File: src/rtl/uart_tx_fifo_if.sv
// uart_tx_fifo_if
//   Byte write port into the UART transmit FIFO (ready/valid handshake).
//   A byte is transferred on a rising clock edge where data_in_valid and
//   data_in_ready are both high.
// Signals:
//   data_in        8  byte to transmit (driven by the producer)
//   data_in_valid  1  data_in holds a byte this cycle (driven by the producer)
//   data_in_ready  1  FIFO can take a byte this cycle (driven by the FIFO)
// Modports:
//   master  producer side (CPU MMIO / testbench)
//   slave   FIFO side (uart_tx_fifo)
interface uart_tx_fifo_if;
   logic [7:0] data_in;
   logic       data_in_valid;
   logic       data_in_ready;

   modport master (output data_in, output data_in_valid, input data_in_ready);
   modport slave  (input data_in, input data_in_valid, output data_in_ready);
endinterface

File: src/rtl/uart_tx_fifo.sv
// uart_tx_fifo
//   Buffered 8N1 UART transmitter. Bytes written through the host port are
//   queued in a FIFO and serialized LSB first at CLOCK_FREQ/BAUD_RATE clocks
//   per bit. Back-to-back queued bytes are sent with no idle gap.
// Ports:
//   clk         in   system clock, all state changes on the rising edge
//   rst         in   synchronous active-high reset; aborts any frame and
//                    flushes the FIFO
//   host        slave modport of uart_tx_fifo_if (data_in / valid / ready)
//   serial_out  out  registered UART line, idles high
//   tx_busy     out  a frame is in progress or bytes are still queued
//   fifo_count  out  bytes waiting in the FIFO (not counting the one being sent)
module uart_tx_fifo #(
   parameter int CLOCK_FREQ = 50_000_000,
   parameter int BAUD_RATE  = 115_200,
   parameter int FIFO_DEPTH = 8
) (
   input  logic                          clk,
   input  logic                          rst,
   uart_tx_fifo_if.slave                 host,
   output logic                          serial_out,
   output logic                          tx_busy,
   output logic [$clog2(FIFO_DEPTH):0]   fifo_count
);

   localparam int SYMBOL_EDGE_TIME = CLOCK_FREQ / BAUD_RATE;
   localparam int CNT_W = $clog2(SYMBOL_EDGE_TIME);
   localparam int PTR_W = $clog2(FIFO_DEPTH);
   localparam logic [CNT_W-1:0] LAST_TICK = CNT_W'(SYMBOL_EDGE_TIME - 1);
   localparam logic [PTR_W:0]   FULL_CNT  = (PTR_W+1)'(FIFO_DEPTH);

   typedef enum logic [1:0] {IDLE, START, DATA, STOP} state_t;

   state_t           state, state_nxt;
   logic [7:0]       mem [FIFO_DEPTH];
   logic [PTR_W-1:0] wr_ptr, rd_ptr;
   logic [CNT_W-1:0] clk_cnt;
   logic [2:0]       bit_idx, bit_idx_nxt;
   logic [7:0]       shift;
   logic             line_nxt;
   logic             full, empty, push, pop, bit_done;

   assign full     = (fifo_count == FULL_CNT);
   assign empty    = (fifo_count == '0);
   assign bit_done = (clk_cnt == LAST_TICK);

   // Refusing while full holds even when a pop happens in the same cycle.
   assign host.data_in_ready = !full && !rst;
   assign push               = host.data_in_valid && host.data_in_ready;
   assign tx_busy            = (state != IDLE) || !empty;

   // State register
   always_ff @(posedge clk) begin
      if (rst) begin
         state <= IDLE;
      end else begin
         state <= state_nxt;
      end
   end

   // Next-state logic
   always_comb begin
      state_nxt = state;
      case (state)
         IDLE:    if (!empty) state_nxt = START;
         START:   if (bit_done) state_nxt = DATA;
         DATA:    if (bit_done && (bit_idx == 3'd7)) state_nxt = STOP;
         STOP:    if (bit_done) state_nxt = empty ? IDLE : START;
         default: state_nxt = IDLE;
      endcase
   end

   // Output / control decode. The line value is computed for the state we are
   // entering so serial_out can be a plain register that changes on the same
   // edge as the state.
   always_comb begin
      pop         = 1'b0;
      bit_idx_nxt = bit_idx;
      line_nxt    = 1'b1;
      case (state)
         IDLE:    pop = !empty;
         START:   if (bit_done) bit_idx_nxt = 3'd0;
         DATA:    if (bit_done) bit_idx_nxt = bit_idx + 3'd1;
         STOP:    pop = bit_done && !empty;
         default: pop = 1'b0;
      endcase
      case (state_nxt)
         START:   line_nxt = 1'b0;
         DATA:    line_nxt = shift[bit_idx_nxt];
         default: line_nxt = 1'b1;
      endcase
   end

   // Control registers: pointers, occupancy, bit timing, line
   always_ff @(posedge clk) begin
      if (rst) begin
         wr_ptr     <= '0;
         rd_ptr     <= '0;
         fifo_count <= '0;
         clk_cnt    <= '0;
         bit_idx    <= '0;
         serial_out <= 1'b1;
      end else begin
         if (push) wr_ptr <= wr_ptr + PTR_W'(1);
         if (pop)  rd_ptr <= rd_ptr + PTR_W'(1);
         case ({push, pop})
            2'b10:   fifo_count <= fifo_count + 1'b1;
            2'b01:   fifo_count <= fifo_count - 1'b1;
            default: fifo_count <= fifo_count;
         endcase
         // The counter restarts at every bit boundary and at the start of
         // each frame, and rests at zero while idle.
         if ((state_nxt == IDLE) || pop || bit_done) begin
            clk_cnt <= '0;
         end else begin
            clk_cnt <= clk_cnt + 1'b1;
         end
         bit_idx    <= bit_idx_nxt;
         serial_out <= line_nxt;
      end
   end

   // Data storage, no reset needed. A push never targets the head slot being
   // popped because pushes are refused when full.
   always_ff @(posedge clk) begin
      if (push) mem[wr_ptr] <= host.data_in;
      if (pop)  shift       <= mem[rd_ptr];
   end

endmodule
File: src/flat_wrapper.sv
// flat-port wrapper written by rule: the top's interface ports become plain ports
module uart_tx_fifo_flat 
#(
   parameter int CLOCK_FREQ = 50_000_000,
   parameter int BAUD_RATE  = 115_200,
   parameter int FIFO_DEPTH = 8
)
  (clk, rst, serial_out, tx_busy, fifo_count, host_data_in, host_data_in_valid, host_data_in_ready);
  uart_tx_fifo_if host_i ();
  input  logic clk;
  input  logic rst;
  output logic serial_out;
  output logic tx_busy;
  output logic [$clog2(FIFO_DEPTH):0] fifo_count;
  input wire logic [$bits(host_i.data_in)-1:0] host_data_in;
  input wire logic [$bits(host_i.data_in_valid)-1:0] host_data_in_valid;
  output wire logic [$bits(host_i.data_in_ready)-1:0] host_data_in_ready;
  assign host_i.data_in = host_data_in;
  assign host_i.data_in_valid = host_data_in_valid;
  assign host_data_in_ready = host_i.data_in_ready;
  uart_tx_fifo #(.CLOCK_FREQ(CLOCK_FREQ), .BAUD_RATE(BAUD_RATE), .FIFO_DEPTH(FIFO_DEPTH)) u_core (.clk(clk), .rst(rst), .host(host_i), .serial_out(serial_out), .tx_busy(tx_busy), .fifo_count(fifo_count));
endmodule
File: config.mk
export PLATFORM = sky130hd
export DESIGN_NAME = uart_tx_fifo_flat
export DESIGN_NICKNAME = d
export VERILOG_FILES = /design/src/rtl/uart_tx_fifo_if.sv /design/src/rtl/uart_tx_fifo.sv /design/src/flat_wrapper.sv
export SDC_FILE = /design/constraint.sdc
export NUM_CORES = 1
export LEC_CHECK = 0
export BUFFER_PORTS_ARGS = -buffer_cell sky130_fd_sc_hd__buf_2
export CORE_MARGIN = 2
export CORE_UTILIZATION = 45
export CTS_CLUSTER_DIAMETER = 100
export DETAILED_ROUTE_END_ITERATION = 10
export SYNTH_ARGS = -nofsm -noshare
export SYNTH_HDL_FRONTEND = slang
export SYNTH_SLANG_ARGS = --single-unit
export TNS_END_PERCENT = 20
File: constraint.sdc
create_clock -name clk -period 4.1 [get_ports clk]
set_clock_uncertainty 0.2 [all_clocks]
set_input_delay 0.205 -clock clk [delete_from_list [all_inputs] [get_ports clk]]
set_output_delay 0.205 -clock clk [all_outputs]
set_load 0.05 [all_outputs]
==> results by group <==
Logic synthesis
  – Syn_area_per_cell: 15.1 um^2
  – Commonest cells post-synth: edfxtp_1 (72), nor2_1 (27), dfxtp_1 (25), mux4_2 (16), ha_1 (15)
  – Synth top area share: 0.525
  – Cell count after synthesis: 273
  – Synth Flop Type: edfxtp_1
  – Syn Std Cell Area: 4120 um^2
  – Most common cell in the synthesized netlist: edfxtp_1
  – Yosys warnings: 0
  – Post-synth top area cell: edfxtp_1
  – Post-synth ARST share: 0
  – Yosys reg bits: 97
  – Mapped Nets: ~300
  – Seq/Total Area, Yosys: 0.646
  – Synth area leaders: edfxtp_1 (52%), dfxtp_1 (12%), mux4_2 (8.7%)
  – Distinct cell type count after synthesis: 42
  – Number of flops mapped to enable cells by yosys: 72

Die
  – IO Pins: 18
  – Die area: 9940 um^2
  – Die width: 99.7 um
  – Die Y: 99.7 um
  – CORE AREA: 8810 um^2
  – Initial Utilization: 0.468
  – Num rows: 34

Timing
  – Least-Margin Pin Slew: 969 ps
  – Final-report setup violation count: 0
  – Highest clock rate: approximately 310 MHz
  – Period minus WS final: approximately 3200 ps
  – Pins Over Slew Limit: 0
  – Endpoints failing hold: 0
  – Unrepaired setup endpoints after global routing: no
  – Final Hold Slack: about 35 ps
  – Period utilization: 0.777
  – Setup TNS: 0 ps
  – Max-slew headroom: 0.351
  – Setup WS post-layout: 916 ps

Placed design
  – RePlAce Congestion: 0.857
  – Placement Setup Slack: 920 ps
  – Area post-placement: 4340 um^2
  – Dpl hpwl: between 4000 and 5000 um
  – Buffers on Ports: 17

Worst setup path
  – Reg2Reg Launch Point: u_core.clk_cnt[0]$_SDFF_PP0_
  – CP arrival: 3230 ps
  – Crit end category: register
  – R2R Setup Slk: between 900 and 1000 ps
  – Worst path max stage delay: 400 ps
  – Worst Setup Start Kind: register
  – Req. time, crit path: between 4000 and 5000 ps
  – RR Endpoint: u_core.serial_out$_SDFF_PP1_
  – CP Max Fanout: 5
  – CP cell instances: ha_1, and4b_1, and2_4, inv_4, ha_1, nand2b_1, a31oi_2, mux2i_1, nor2b_1, or4_1, o32a_1
  – Worst r2r path cells: 11
  – CP max stage cell: dfxtp_1
  – Critical setup path kind: reg -> reg
  – Crit path from: u_core.clk_cnt[0]$_SDFF_PP0_
  – Crit path to: u_core.serial_out$_SDFF_PP1_
  – Most numerous cell on the critical path: ha_1

Run status
  – Status: finished, final reports clean

Clock network
  – Worst-Skew Late Latency: approximately 350 ps
  – Clock root buffer: clkbuf_8
  – Total CTS buffers: 9
  – Clk sinks: 97
  – Setup bufs post-CTS: 0
  – CTS tree: yes
  – CTS clk-pin slew, worst paths: 90 ps
  – Max Buffers Root-to-Sink: 2
  – CTS H-Tree Depth: 3

Global route
  – GRT overflow: 0
  – Total routing usage reported by global routing: 0.151
  – Pin count of the biggest net entering global routing: 20
  – Initial antenna violation count: 0
  – First-pass GRT wire length: ~11000 um
  – Vias in the first global route: 2210

Power
  – P_leak: roughly 1.6 nW
  – Design Power: 2.80 mW
  – Max VDD drop: 0.000254 V
  – Pwr dens: 605 nW/um^2

Detailed routing
  – ANT nets after route: 0
  – Vias per inst: 5.36
  – DRT iter0 DRCs: 115
  – Drc violations: 0
  – Initial DRT Pass Iterations: 4
  – Routed length per instance: 16.5 um
  – Final wirelength: 6890 um
  – Via count: 2236

Finish
  – Nets: 331
  – Diodes inserted: 0
  – Cell area after layout: about 4600 um^2
  – Syn-to-layout area delta: 12.0%
  – Layout cells sized above 1: 0.220

Job
  – Maxcap violations: 0

Hold path
  – Hold Path Class: in -> reg
[registers in the layout (all words and copies together), names as in the netlist]
| register | flops |
|---|---|
| u_core.bit_idx | 3 |
| u_core.clk_cnt | 9 |
| u_core.fifo_count | 4 |
| u_core.mem | 64 |
| u_core.rd_ptr | 3 |
| u_core.serial_out | 1 |
| u_core.shift | 8 |
| u_core.state | 2 |
| u_core.wr_ptr | 3 |
[critical path: cells and delay by family (launching register included)]
family | cells | cell delay (ps)
AO/OA/AOI/OAI | 2 | 690
adder cells (fa/ha/maj) | 2 | 410
buffers and inverters | 1 | 50
flip-flops | 1 | 400
multiplexers | 1 | 270
AND/OR/NAND/NOR | 5 | 1050
[logic make-up after synthesis]
group / after synthesis / share of synthesized area
compound gates: 26 / 0.0425
xor+xnor: 13 / 0.0276
fa+ha+maj: 15 / 0.0455
buf+inv: 14 / 0.0155
flops: 97 / 0.646
mux: 32 / 0.129
simple gates: 76 / 0.0938
[cell usage in the layout (no fill, tap or decap), types with 2 or more instances in the layout]
master / instances
nand2_1: 11
edfxtp_1: 72
ha_1: 15
or3_1: 2
dlygate4sd3_1: 8
clkbuf_8: 9
nor3_1: 7
buf_2: 17
a31oi_1: 2
nor2_1: 27
nor2b_1: 8
o32a_1: 2
mux4_2: 16
a21oi_1: 9
mux2_2: 9
inv_1: 5
nand3_1: 5
xnor2_1: 4
clkinv_4: 2
mux2i_1: 7
xor2_1: 9
o21ai_0: 4
dfxtp_1: 25
nand2b_1: 7
buf_4: 4
[metrics by stage]
stage / utilization / instances
finish: 0.524 / 417
global route: 0.524 / 417
CTS: 0.524 / 417
detailed placement: 0.493 / 394
global placement: 0.493 / 394
floorplan: - / 273
[power breakdown]
part / switching, mW / internal [mW]
logic: 0.519 / 0.406
registers: 0.0807 / 1.17
clock network: 0.328 / 0.287
[repair_timing]
action,in CTS,in global routing
hold buffers,8,0
setup endpoints to repair,0,0
gates resized for setup,0,0
hold endpoints to repair,64,0
[metal layers]
metal | vias to the layer above | wire (um) | track usage
met3 | 6 | 200 | 0.0379
met1 | 1103 | 3090 | 0.185
met4 | 0 | 72 | 0.0506
met5 | - | 0 | 0
met2 | 33 | 3520 | 0.263
li1 | 1094 | - | -
[how the worst min path moves through the flow]
stage                                  from                           endpoint  slack, ps  cells after the start
6_report                                rst  u_core.fifo_count[0]$_SDFFE_PP0P_         40                      2
5_1_grt                                 rst       u_core.bit_idx[0]$_SDFF_PP0_         40                      2
4_1_cts                                 rst  u_core.fifo_count[0]$_SDFFE_PP0P_         10                      2
3_5_place_dp                host_data_in[0]         u_core.mem[2][0]$_DFFE_PP_        280                      1
3_3_place_gp   u_core.clk_cnt[0]$_SDFF_PP0_       u_core.clk_cnt[0]$_SDFF_PP0_        260                      1
2_1_floorplan               host_data_in[0]         u_core.mem[0][0]$_DFFE_PP_        100                      0
[cell type report]
cell class	instances	area (um^2)
repair buffers	29	195
clock buffers	9	124
clock inverters	6	75.1
inverters	6	25.0
well taps	108	135
flip-flops and latches	97	2660
fillers	746	4190
multi-input cells	162	1400
No activity file was read; power rests on OpenSTA's default activity.
